<file path="src/rtl/matrix_loader_pkg.sv">
// Shared types and constants for the matrix operand loader.
package matrix_loader_pkg;

  localparam int FRAME_LEN = 18;
  localparam int MAT_N     = 3;
  localparam int DATA_W    = 8;
  localparam int IDX_W     = 5;

  typedef enum logic [1:0] {
    LOAD    = 2'd0,
    SKIP    = 2'd1,
    RUN     = 2'd2,
    RELEASE = 2'd3
  } state_e;

  // Width of a counter that must reach timeout-1.
  function automatic int timer_w(input int timeout);
    return (timeout > 1) ? $clog2(timeout) : 1;
  endfunction

endpackage

</file>
<file path="src/rtl/matrix_operand_loader_cycle_timer.sv">
// Clear/enable counter that flags when it has reached LIMIT-1.
module cycle_timer #(
  parameter int LIMIT = 1024,
  parameter int W     = 10
) (
  input  logic clk,
  input  logic rst,
  input  logic clr,
  input  logic en,
  output logic expired
);

  logic [W-1:0] cnt_q, cnt_d;

  assign expired = (cnt_q == W'(LIMIT - 1));

  // Saturates at LIMIT-1; the owner leaves RUN on that cycle anyway.
  always_comb begin
    cnt_d = cnt_q;
    if (clr)                 cnt_d = '0;
    else if (en && !expired) cnt_d = cnt_q + 1'b1;
  end

  always_ff @(posedge clk or negedge rst) begin
    if (!rst) cnt_q <= '0;
    else      cnt_q <= cnt_d;
  end

endmodule

</file>
<file path="src/rtl/matrix_operand_loader.sv">
// Assembles an 18-byte stream frame into MAC operands, starts the MAC and
// supervises it; flags malformed frames and MAC stalls.
module matrix_operand_loader #(
  parameter int DATA_W  = 8,
  parameter int TIMEOUT = 1024
) (
  input  logic              clk,
  input  logic              rst,
  input  logic              s_valid,
  output logic              s_ready,
  input  logic [DATA_W-1:0] s_data,
  input  logic              s_last,
  input  logic              clr_err,
  output logic [DATA_W-1:0] a11, a12, a13, a21, a22, a23, a31, a32, a33,
  output logic [DATA_W-1:0] b11, b12, b13, b21, b22, b23, b31, b32, b33,
  output logic              start,
  input  logic              done,
  output logic              busy,
  output logic              err_len,
  output logic              err_timeout
);
  import matrix_loader_pkg::*;

  localparam int               TW       = timer_w(TIMEOUT);
  localparam logic [IDX_W-1:0] LAST_IDX = IDX_W'(FRAME_LEN - 1);

  state_e                           state_q, state_d;
  logic [IDX_W-1:0]                 idx_q, idx_d;
  logic [FRAME_LEN-1:0][DATA_W-1:0] opnd_q, opnd_d;
  logic s_ready_q, s_ready_d, start_q, start_d, busy_q, busy_d;
  logic err_len_q, err_len_d, err_to_q, err_to_d;
  logic set_len, set_to, xfer, tmr_exp;

  assign xfer = s_valid && s_ready_q;

  cycle_timer #(.LIMIT(TIMEOUT), .W(TW)) u_timer (
    .clk     (clk),
    .rst     (rst),
    .clr     (state_q != RUN),
    .en      (state_q == RUN),
    .expired (tmr_exp)
  );

  always_comb begin
    state_d = state_q;
    idx_d   = idx_q;
    opnd_d  = opnd_q;
    set_len = 1'b0;
    set_to  = 1'b0;
    case (state_q)
      LOAD: if (xfer) begin
        opnd_d[idx_q] = s_data;
        if (idx_q == LAST_IDX) begin
          idx_d = '0;
          if (s_last) state_d = RUN;
          else begin
            set_len = 1'b1;
            state_d = SKIP;
          end
        end else if (s_last) begin
          set_len = 1'b1;
          idx_d   = '0;
        end else begin
          idx_d = idx_q + 1'b1;
        end
      end
      SKIP: if (xfer && s_last) begin
        idx_d   = '0;
        state_d = LOAD;
      end
      RUN: begin
        // done wins over a timeout expiring on the same cycle
        if (done) state_d = RELEASE;
        else if (tmr_exp) begin
          set_to  = 1'b1;
          state_d = RELEASE;
        end
      end
      RELEASE: if (!done) begin
        idx_d   = '0;
        state_d = LOAD;
      end
      default: state_d = LOAD;
    endcase

    s_ready_d = (state_d == LOAD) || (state_d == SKIP);
    start_d   = (state_d == RUN);
    busy_d    = (state_d == RUN) || (state_d == RELEASE);
    err_len_d = set_len || (err_len_q && !clr_err);
    err_to_d  = set_to  || (err_to_q  && !clr_err);
  end

  always_ff @(posedge clk or negedge rst) begin
    if (!rst) begin
      state_q   <= LOAD;
      idx_q     <= '0;
      opnd_q    <= '0;
      s_ready_q <= 1'b0;
      start_q   <= 1'b0;
      busy_q    <= 1'b0;
      err_len_q <= 1'b0;
      err_to_q  <= 1'b0;
    end else begin
      state_q   <= state_d;
      idx_q     <= idx_d;
      opnd_q    <= opnd_d;
      s_ready_q <= s_ready_d;
      start_q   <= start_d;
      busy_q    <= busy_d;
      err_len_q <= err_len_d;
      err_to_q  <= err_to_d;
    end
  end

  assign s_ready     = s_ready_q;
  assign start       = start_q;
  assign busy        = busy_q;
  assign err_len     = err_len_q;
  assign err_timeout = err_to_q;

  // Row-major: A in bytes 0..8, B in bytes 9..17.
  assign a11 = opnd_q[0];  assign a12 = opnd_q[1];  assign a13 = opnd_q[2];
  assign a21 = opnd_q[3];  assign a22 = opnd_q[4];  assign a23 = opnd_q[5];
  assign a31 = opnd_q[6];  assign a32 = opnd_q[7];  assign a33 = opnd_q[8];
  assign b11 = opnd_q[9];  assign b12 = opnd_q[10]; assign b13 = opnd_q[11];
  assign b21 = opnd_q[12]; assign b22 = opnd_q[13]; assign b23 = opnd_q[14];
  assign b31 = opnd_q[15]; assign b32 = opnd_q[16]; assign b33 = opnd_q[17];

endmodule

</file>
<file path="config.mk">
export PLATFORM = sky130hd
export DESIGN_NAME = matrix_operand_loader
export DESIGN_NICKNAME = d
export VERILOG_FILES = /design/src/rtl/matrix_loader_pkg.sv /design/src/rtl/matrix_operand_loader_cycle_timer.sv /design/src/rtl/matrix_operand_loader.sv
export SDC_FILE = /design/constraint.sdc
export NUM_CORES = 1
export LEC_CHECK = 0
export BUFFER_PORTS_ARGS = -buffer_cell sky130_fd_sc_hd__buf_2
export CORE_ASPECT_RATIO = 0.7
export CORE_UTILIZATION = 55
export CTS_BUF_LIST = sky130_fd_sc_hd__clkbuf_8
export CTS_CLUSTER_SIZE = 30
export DETAILED_ROUTE_END_ITERATION = 7
export GPL_ROUTABILITY_DRIVEN = 1
export GPL_TIMING_DRIVEN = 0
export MAX_ROUTING_LAYER = met4
export PLACE_DENSITY = 0.89
export SLEW_MARGIN = 10
export SYNTH_ARGS = -nofsm -noshare
export SYNTH_HDL_FRONTEND = slang
export SYNTH_SLANG_ARGS = --single-unit
</file>
<file path="constraint.sdc">
create_clock -name clk -period 2.2 [get_ports clk]
set_input_delay 0.11 -clock clk [delete_from_list [all_inputs] [get_ports clk]]
set_output_delay 0.11 -clock clk [all_outputs]
set_load 0.03 [all_outputs]
</file>
==> results.toml, run 1 <==
[outcome]
outcome = "finished, final reports clean"

[layout]
regArea_mm2 = 0.00413
antenna_cells = 0
multi_input_area_mm2 = 0.00240
synthToLayoutAreaGrowth_pct = 23.1
final_cell_mix = "buf_2, dfrtp_1, mux2_2"
drive_gt1_share_pct = 55.8
largest_reg_flops = 10
regMostFlops = "u_timer.cnt_q"
fillerInstances = 823
nets = 643

[routing]
ant_nets = 0
drtIter0Drc = 125
vias_per_cell = 5.43
firstDrtPassIters = 8
wl_um = 14800
wire_per_inst_um = 18.7
vias = 4293
detail_route.drc_violations = 0

[yosys]
ys_types = 48
synth_edf_count = 0
ys_warn_count = 0
yosysTopAreaCell = "dfrtp_1"
synth_flop_cell = "dfrtp_1"
netlist_instances = 437
netlist_top_cells_area = "dfrtp_1, mux2_2, mux2_1, nand2_4, ha_1"
synth_nets = 456
syn-cell-area_mm2 = 0.00665
ys_seq_elements = 165
synthArstFlopShare_pct = 100
yosysSeqAreaShare_pct = 62.1
synth_top_area_share_pct = 62.1
syn_avg_cell_area_um2 = 15.2

[place]
numPortBuffers = 162
hpwlAfterDp_um = 10500
place_congestion = 0.826
post-place-ws_ps = 362

[clock_network]
root_buffer = "clkbuf_8"
clk_latency_ps = 450
numCtsBuffers = 17
cts_tree = "built"
cts.clk_slew.worst_paths_ps = 90
htree_levels = 4
clkSinkCount = 165
cts_buffer_depth = 2
cts_resized = 0

[setup_path]
cp.required_ps = 2530
arrival_ps = 2180
startpoint_type = "flip-flop"
reg2reg_slack_ps = 360
worstSetupPathType = "reg -> reg"
reg2reg_depth = 6
crit_fanout = 9
worstSetupEndpointType = "flip-flop"

[timing]
slew_headroom_pct = 55.7
fin_skew_ps = 13.6
timing.final.ws_setup_ps = 356
slew_viol_final = 0
setup_viol = 0
fmax_mhz = 542
hold_viol = 0
grt_setup_unrepaired = "no"
finalCritPeriodShare_pct = 83.8
finalCriticalPeriod_ps = 1840
worstMarginPinSlew_ps = 664

[floorplan]
die_area_mm2 = 0.0125
core-area_mm2 = 0.0117
fp.dieW_um = 133
rows = 33
die_h_um = 94.0
initial_utilization_pct = 56.7
io_pins = 163

[global_routing]
grt_max_degree = 96
antenna_found_initial = 0
first_global_vias = 4468
groute.usage.overall_pct = 25.6
grt_pass1_wl_um = 23300
grt-ovfl-total = 0

[min_path]
hold_path.class = "in -> reg"
min_path_cells = 2

[job]
maxCapViolCount = 0

[power_and_ir_drop]
ir_worst_vdd_v = 0.000886
leakage_nw = 4.51
power_density_mw_per_mm2 = 995
p_total_w = 0.00814
==> path summary, 6_finish.rpt <==
check	from	to
worst max register to register	busy$_DFF_PN0_	a32[5]$_DFFE_PN0P_
worst min register to register	a32[0]$_DFFE_PN0P_	a32[0]$_DFFE_PN0P_
worst max-delay path	busy$_DFF_PN0_	a32[5]$_DFFE_PN0P_
min in group asynchronous	rst	u_timer.cnt_q[6]$_DFFE_PN0P_
max in group asynchronous	rst	a11[4]$_DFFE_PN0P_
worst min-delay path	s_data[0]	a32[0]$_DFFE_PN0P_
==> stage by stage <==
stage | hold slack [ps] | util (%) | setup TNS (ps) | cells | instance area, um^2
floorplan | -186 | - | 0 | 437 | 6650
global placement | 309 | 65.3 | -197680 | 756 | 7650
detailed placement | 97.4 | 65.6 | 0 | 757 | 7690
CTS | 21.8 | 69.8 | 0 | 791 | 8180
global route | 22.8 | 69.8 | 0 | 791 | 8180
finish | 27.0 | 69.8 | 0 | 791 | 8180
==> metal layers <==
layer	track usage, %	wire length, um	share of wire, %
met1	33.1	6790	46
met2	40.2	7110	48
met3	6.42	817	5.5
met4	7.95	88	0.59
met5	-	0	0
==> cells in the mapped netlist (3+ instances only) <==
master	instances
a21oi_1	4
a22o_1	4
a31oi_1	3
and2_1	4
and3_1	3
buf_2	4
clkbuf_1	9
dfrtp_1	165
ha_1	5
inv_1	8
mux2_1	13
mux2_2	132
nand2_1	7
nand2_2	8
nand2_4	8
nand3_1	3
nand4_1	3
nor2_1	4
nor2b_1	6
nor3_1	3
o21ai_0	7
xnor2_1	3
==> final cells by class <==
class	count	share of cell area, %
Buffer	17	1.12
Clock buffer	17	2.86
Clock inverter	12	2.51
Inverter	8	0.367
Multi-Input combinational cell	247	29.3
Sequential cell	165	50.5
Tap cell	157	2.40
Timing Repair Buffer	168	11.0
==> worst max-delay path, cell delays in order (launching register included) <==
cell	delay [ps]
dfrtp_1	400
buf_6	140
and4bb_4	340
and2_1	130
buf_2	170
nand2_2	190
mux2_1	370
==> logic make-up after synthesis <==
logic type      share of synthesized area (%)
mux                                      24.6
xor+xnor                                0.527
compound gates                           2.97
simple gates                             7.04
buf+inv                                  1.83
fa+ha+maj                               0.941
flops                                    62.1
==> where the power goes <==
part	leakage [nW]	total, W	switching, W	internal (W)
registers	2.22	0.00368	0.000226	0.00345
logic	2.07	0.00202	0.00136	0.000660
clock network	0.220	0.00244	0.00110	0.00134
total	4.51	0.00814	0.00268	0.00546
==> repair_timing <==
item,4_1_cts,5_1_grt
buffers inserted,0,0
hold buffers,5,0
hold endpoints to repair,76,0
Power figures use the tool's default switching activity.
==> run 2, diff against run 1 <==
==> constraint.sdc (replaced) <==
create_clock -name clk -period 1.7 [get_ports clk]
set_input_delay 0.085 -clock clk [delete_from_list [all_inputs] [get_ports clk]]
set_output_delay 0.085 -clock clk [all_outputs]
set_load 0.03 [all_outputs]
==> results.toml, run 2 (synthesis results as in run 1) <==
[routing]
vias = 4466
firstDrtPassIters = 4
detail_route.drc_violations = 0
wl_um = 16200
ant_nets = 0
drtIter0Drc = 206
wire_per_inst_um = 20.1
vias_per_cell = 5.55

[timing]
hold_viol = 0
tns_ps = 0
fmax_mhz = 593
worstMarginPinSlew_ps = 730
grt_setup_unrepaired = "yes"
setup_viol = 0
fin_skew_ps = 13.6
finalCritPeriodShare_pct = 99.2
slew_viol_final = 0
finalCriticalPeriod_ps = 1690
slew_headroom_pct = 51.3

[outcome]
outcome = "finished, final reports clean"

[layout]
final_cell_mix = "dfrtp_1, buf_2, mux2_2"
fillerInstances = 792
regArea_mm2 = 0.00413
antenna_cells = 0
nets = 654
drive_gt1_share_pct = 58.5
synthToLayoutAreaGrowth_pct = 27.3
regMostFlops = "u_timer.cnt_q"
layout_commonest_cell = "dfrtp_1"
largest_reg_flops = 10
fin_area_mm2 = 0.00846
multi_input_area_mm2 = 0.00258

[power_and_ir_drop]
p_sw_w = 0.00358
ir_worst_vdd_v = 0.00100
leakage_nw = 4.56
switching_share_pct = 35.2
p_seq_share_pct = 46.7
p_total_w = 0.0102
intPower_w = 0.00659
power_density_mw_per_mm2 = 1200
pwr-share-comb_pct = 27.0
clockPowerShare_pct = 26.3

[setup_path]
startpoint_type = "flip-flop"
worstSetupEndpointType = "flip-flop"
worstReg2RegStart = "state_q[0]$_DFF_PN0_"
r2r-end = "b22[1]$_DFFE_PN0P_"
worstSetupPathType = "reg -> reg"
cp.required_ps = 2030
crit_fanout = 8
reg2reg_depth = 5
reg2reg_slack_ps = 10
arrival_ps = 2010

[clock_network]
cts_buffer_depth = 2
root_buffer = "clkbuf_8"
clkSinkCount = 165
htree_levels = 4
numCtsBuffers = 17
cts_tree = "built"
cts.clk_slew.worst_paths_ps = 90
clk_latency_ps = 440

[floorplan]
rows = 33
initial_utilization_pct = 56.7
fp.dieW_um = 133
die_h_um = 94.0
die_area_mm2 = 0.0125
io_pins = 163
core-area_mm2 = 0.0117

[min_path]
hold_path.class = "in -> reg"
hold_start = "s_data[2]"
min_path_cells = 2
holdPathEnd = "a31[2]$_DFFE_PN0P_"

[global_routing]
grt_max_degree = 90
groute.usage.overall_pct = 27.3
grt_pass1_wl_um = 24900
grt-ovfl-total = 0
first_global_vias = 4651
antenna_found_initial = 0

[place]
postPlaceCellArea_mm2 = 0.00772
hpwlAfterDp_um = 10700
place_congestion = 0.846
numPortBuffers = 162

[job]
maxCapViolCount = 0
==> run 2: cell types whose count changed in the layout (fill, tap and decap cells not counted), moves of 4 or more <==
cell        delta
buf_2          -4
bufinv_16      -4
mux2_4         +4
buf_4          +9
nand2_2        -7
clkinvlp_4     +5
nand2_8        +9
buf_12         +4
==> run 2: metal layers <==
metal  wire [um]  vias to the layer above  global-route usage, %
li1            -                     1960                      -
met1        7230                     2341                   35.3
met2        7920                      144                   43.6
met3         842                       21                   6.31
met4         191                        0                   8.05
met5           0                        -                      -
==> run 2: what timing repair did <==
action                                  4_1_cts  5_1_grt
gates cloned                                  0        0
setup buffers                                 6        6
gates resized for setup                      20       19
hold endpoints to repair                     93        1
endpoints found under the setup margin      139       96
pin swaps                                     4        3
hold buffers                                  6        1
==> run 2: worst max-delay path, cell delays in order, from the launching register on <==
cell and delay [ps]:
dfrtp_2 440, and4bb_4 360, and2_1 140, buf_4 190, nand2_4 120, mux2_1 330
==> run 2: how the worst max path moves through the flow <==
stage                                       from                      endpoint  slack (ps)  cells past startpoint
CTS                 u_timer.cnt_q[0]$_DFFE_PN0P_  u_timer.cnt_q[7]$_DFFE_PN0P_         -10                      5
global placement                             rst                busy$_DFF_PN0_       -1960                      1
floorplan                         busy$_DFF_PN0_            a31[2]$_DFFE_PN0P_         -40                      6
detailed placement  u_timer.cnt_q[0]$_DFFE_PN0P_               start$_DFF_PN0_        -190                      5
finish                      state_q[0]$_DFF_PN0_            b22[1]$_DFFE_PN0P_          10                      5
global route                idx_q[1]$_DFFE_PN0P_               start$_DFF_PN0_         -60                      6
==> run 2: power groups by stage <==
stage / clock [W] / combinational (W) / sequential (W)
floorplan: 0 / 0.000633 / 0.00590
global placement: 0 / 0.00257 / 0.00477
detailed placement: 0 / 0.00264 / 0.00481
CTS: 0.00275 / 0.00271 / 0.00475
global route: 0.00289 / 0.00288 / 0.00482
finish: 0.00268 / 0.00274 / 0.00476
==> run 2: cell type report <==
type	count	area share (%)
flip-flops and latches	165	48.8
clock inverters	14	1.51
multi-input cells	247	30.5
clock buffers	18	2.93
plain buffers	14	1.02
repair buffers	182	12.5
well taps	157	2.32
inverters	8	0.355
==> run 2: per-stage QoR <==
stage                     hold WS [ps]  std cells  setup slack (ps)  util [%]
after detailed placement          95.2        757              -191      65.9
after floorplan                   -211        437             -36.6         -
after CTS                         1.20        799             -10.4      71.1
after global placement             288        756             -1960      65.5
final                             15.8        805              13.2      72.2
after global routing              5.82        805             -57.7      72.2
==> run 3, diff against run 2 <==
--- a/config.mk
+++ b/config.mk
@@ -15,6 +15,7 @@
 export GPL_TIMING_DRIVEN = 0
 export MAX_ROUTING_LAYER = met4
 export PLACE_DENSITY = 0.89
+export REMOVE_ABC_BUFFERS = 1
 export SLEW_MARGIN = 10
 export SYNTH_ARGS = -nofsm -noshare
 export SYNTH_HDL_FRONTEND = slang
==> results.toml, run 3 (synthesis results as in run 1) <==
[timing]
slew_headroom_pct = 56.0
timing.final.ws_setup_ps = 49.3
setup_viol = 0
finalCritPeriodShare_pct = 97.1
worstMarginPinSlew_ps = 660
slew_viol_final = 0
whs_ps = 214
finalCriticalPeriod_ps = 1650
hold_viol = 0
fmax_mhz = 606
fin_skew_ps = 12.2

[floorplan]
die_h_um = 94.0
initial_utilization_pct = 56.7
rows = 33
io_pins = 163
fp.dieW_um = 133
core-area_mm2 = 0.0117
die_area_mm2 = 0.0125

[layout]
fillerInstances = 820
nets = 635
regArea_mm2 = 0.00413
antenna_cells = 0
multi_input_area_mm2 = 0.00247
final_cell_mix = "dfrtp_1, buf_2, mux2_2"
drive_gt1_share_pct = 59.6
largest_reg_flops = 10
synthToLayoutAreaGrowth_pct = 23.2
regMostFlops = "u_timer.cnt_q"

[power_and_ir_drop]
ir_worst_vdd_v = 0.00130
leakage_nw = 4.52
power_density_mw_per_mm2 = 1240

[setup_path]
path_cells = "inv_1 > ha_1 > and2_4 > buf_4 > nand2_4 > mux2_2"
crit_fanout = 8
worst_path_max_delay_cell = "dfrtp_1"
worstSetupEndpointType = "flip-flop"
critical_path.top_delay_family = "flip-flops"
worstSetupPathType = "reg -> reg"
arrival_ps = 1980
startpoint_type = "flip-flop"
critical_path_buf_inv_count = 2
cp.required_ps = 2030
critical-path-max-stage-delay_ps = 420

[place]
post-place-ws_ps = -350
numPortBuffers = 162
hpwlAfterDp_um = 10200
place_congestion = 0.760

[routing]
detail_route.drc_violations = 0
wl_um = 15100
drtIter0Drc = 132
vias_per_cell = 5.49
ant_nets = 0
vias = 4312
firstDrtPassIters = 4
wire_per_inst_um = 19.3

[clock_network]
clk_latency_ps = 430
cts.clk_slew.worst_paths_ps = 90
root_buffer = "clkbuf_8"
clkSinkCount = 165
cts_tree = "built"
numCtsBuffers = 17
htree_levels = 4
cts_buffer_depth = 2

[global_routing]
grt-ovfl-total = 0
grt_max_degree = 89
first_global_vias = 4409
grt_pass1_wl_um = 23900
antenna_found_initial = 0
groute.usage.overall_pct = 26.4

[min_path]
hold_path.class = "in -> reg"

[outcome]
outcome = "finished, final reports clean"

[job]
maxCapViolCount = 0
-- run 3: cell types whose count changed in the layout (fill, tap and decap cells not counted), sizes merged --
cell / before / now
buf: 179 / 173
clkbuf: 28 / 19
clkinv: 2 / 3
clkinvlp: 6 / 4
dlygate4sd3: 7 / 4
-- run 3: area by class of cell --
type,instances,share of cell area [%]
clock inverters,13,1.51
multi-input cells,247,30.1
inverters,8,0.367
flip-flops and latches,165,50.5
well taps,157,2.40
clock buffers,19,3.19
repair buffers,177,11.9
-- run 3: final timing paths --
| kind | to | cells after the start | startpoint | slack [ps] |
|---|---|---|---|---|
| setup / recovery | a33[6]$_DFFE_PN0P_ | 6 | idx_q[0]$_DFFE_PN0P_ | 50 |
| hold / removal | b22[2]$_DFFE_PN0P_ | 2 | s_data[2] | 210 |
| max in group asynchronous | a31[3]$_DFFE_PN0P_ | 3 | rst | 650 |
| hold reg to reg | a32[0]$_DFFE_PN0P_ | 1 | a32[0]$_DFFE_PN0P_ | 500 |
| setup reg to reg | a33[6]$_DFFE_PN0P_ | 6 | idx_q[0]$_DFFE_PN0P_ | 50 |
| min in group asynchronous | a11[3]$_DFFE_PN0P_ | 2 | rst | 220 |
-- run 3: power breakdown --
group | internal (W) | leakage (nW) | total, W | switching [W]
logic | 0.000877 | 2.12 | 0.00263 | 0.00175
registers | 0.00447 | 2.21 | 0.00477 | 0.000298
clock network | 0.00126 | 0.188 | 0.00273 | 0.00147
total | 0.00660 | 4.52 | 0.0101 | 0.00352
-- run 3: repair_timing --
action | 4_1_cts | 5_1_grt
pin swaps | 1 | 4
gates resized for setup | 17 | 13
endpoints found under the hold margin | 92 | 0
hold buffers | 4 | 0
setup buffers | 3 | 7
endpoints found under the setup margin | 150 | 97
-- run 3: metrics by stage --
step,total power [W],instances,cell area [um^2],setup TNS [ps],utilization (%)
final,0.0101,786,8190,0,69.8
after global routing,0.0105,786,8190,-108,69.8
after CTS,0.0102,779,8100,-298,69.1
after detailed placement,0.00741,740,7600,-23020,64.8
after global placement,0.00729,739,7560,-294100,64.5
after floorplan,0.00649,420,6560,-11390,-
-- run 3: per-layer routing --
layer	global-route usage, %	routed length (um)
met5	-	0
met4	8.33	170
met3	7.07	958
met2	40.8	7020
met1	34.5	6980
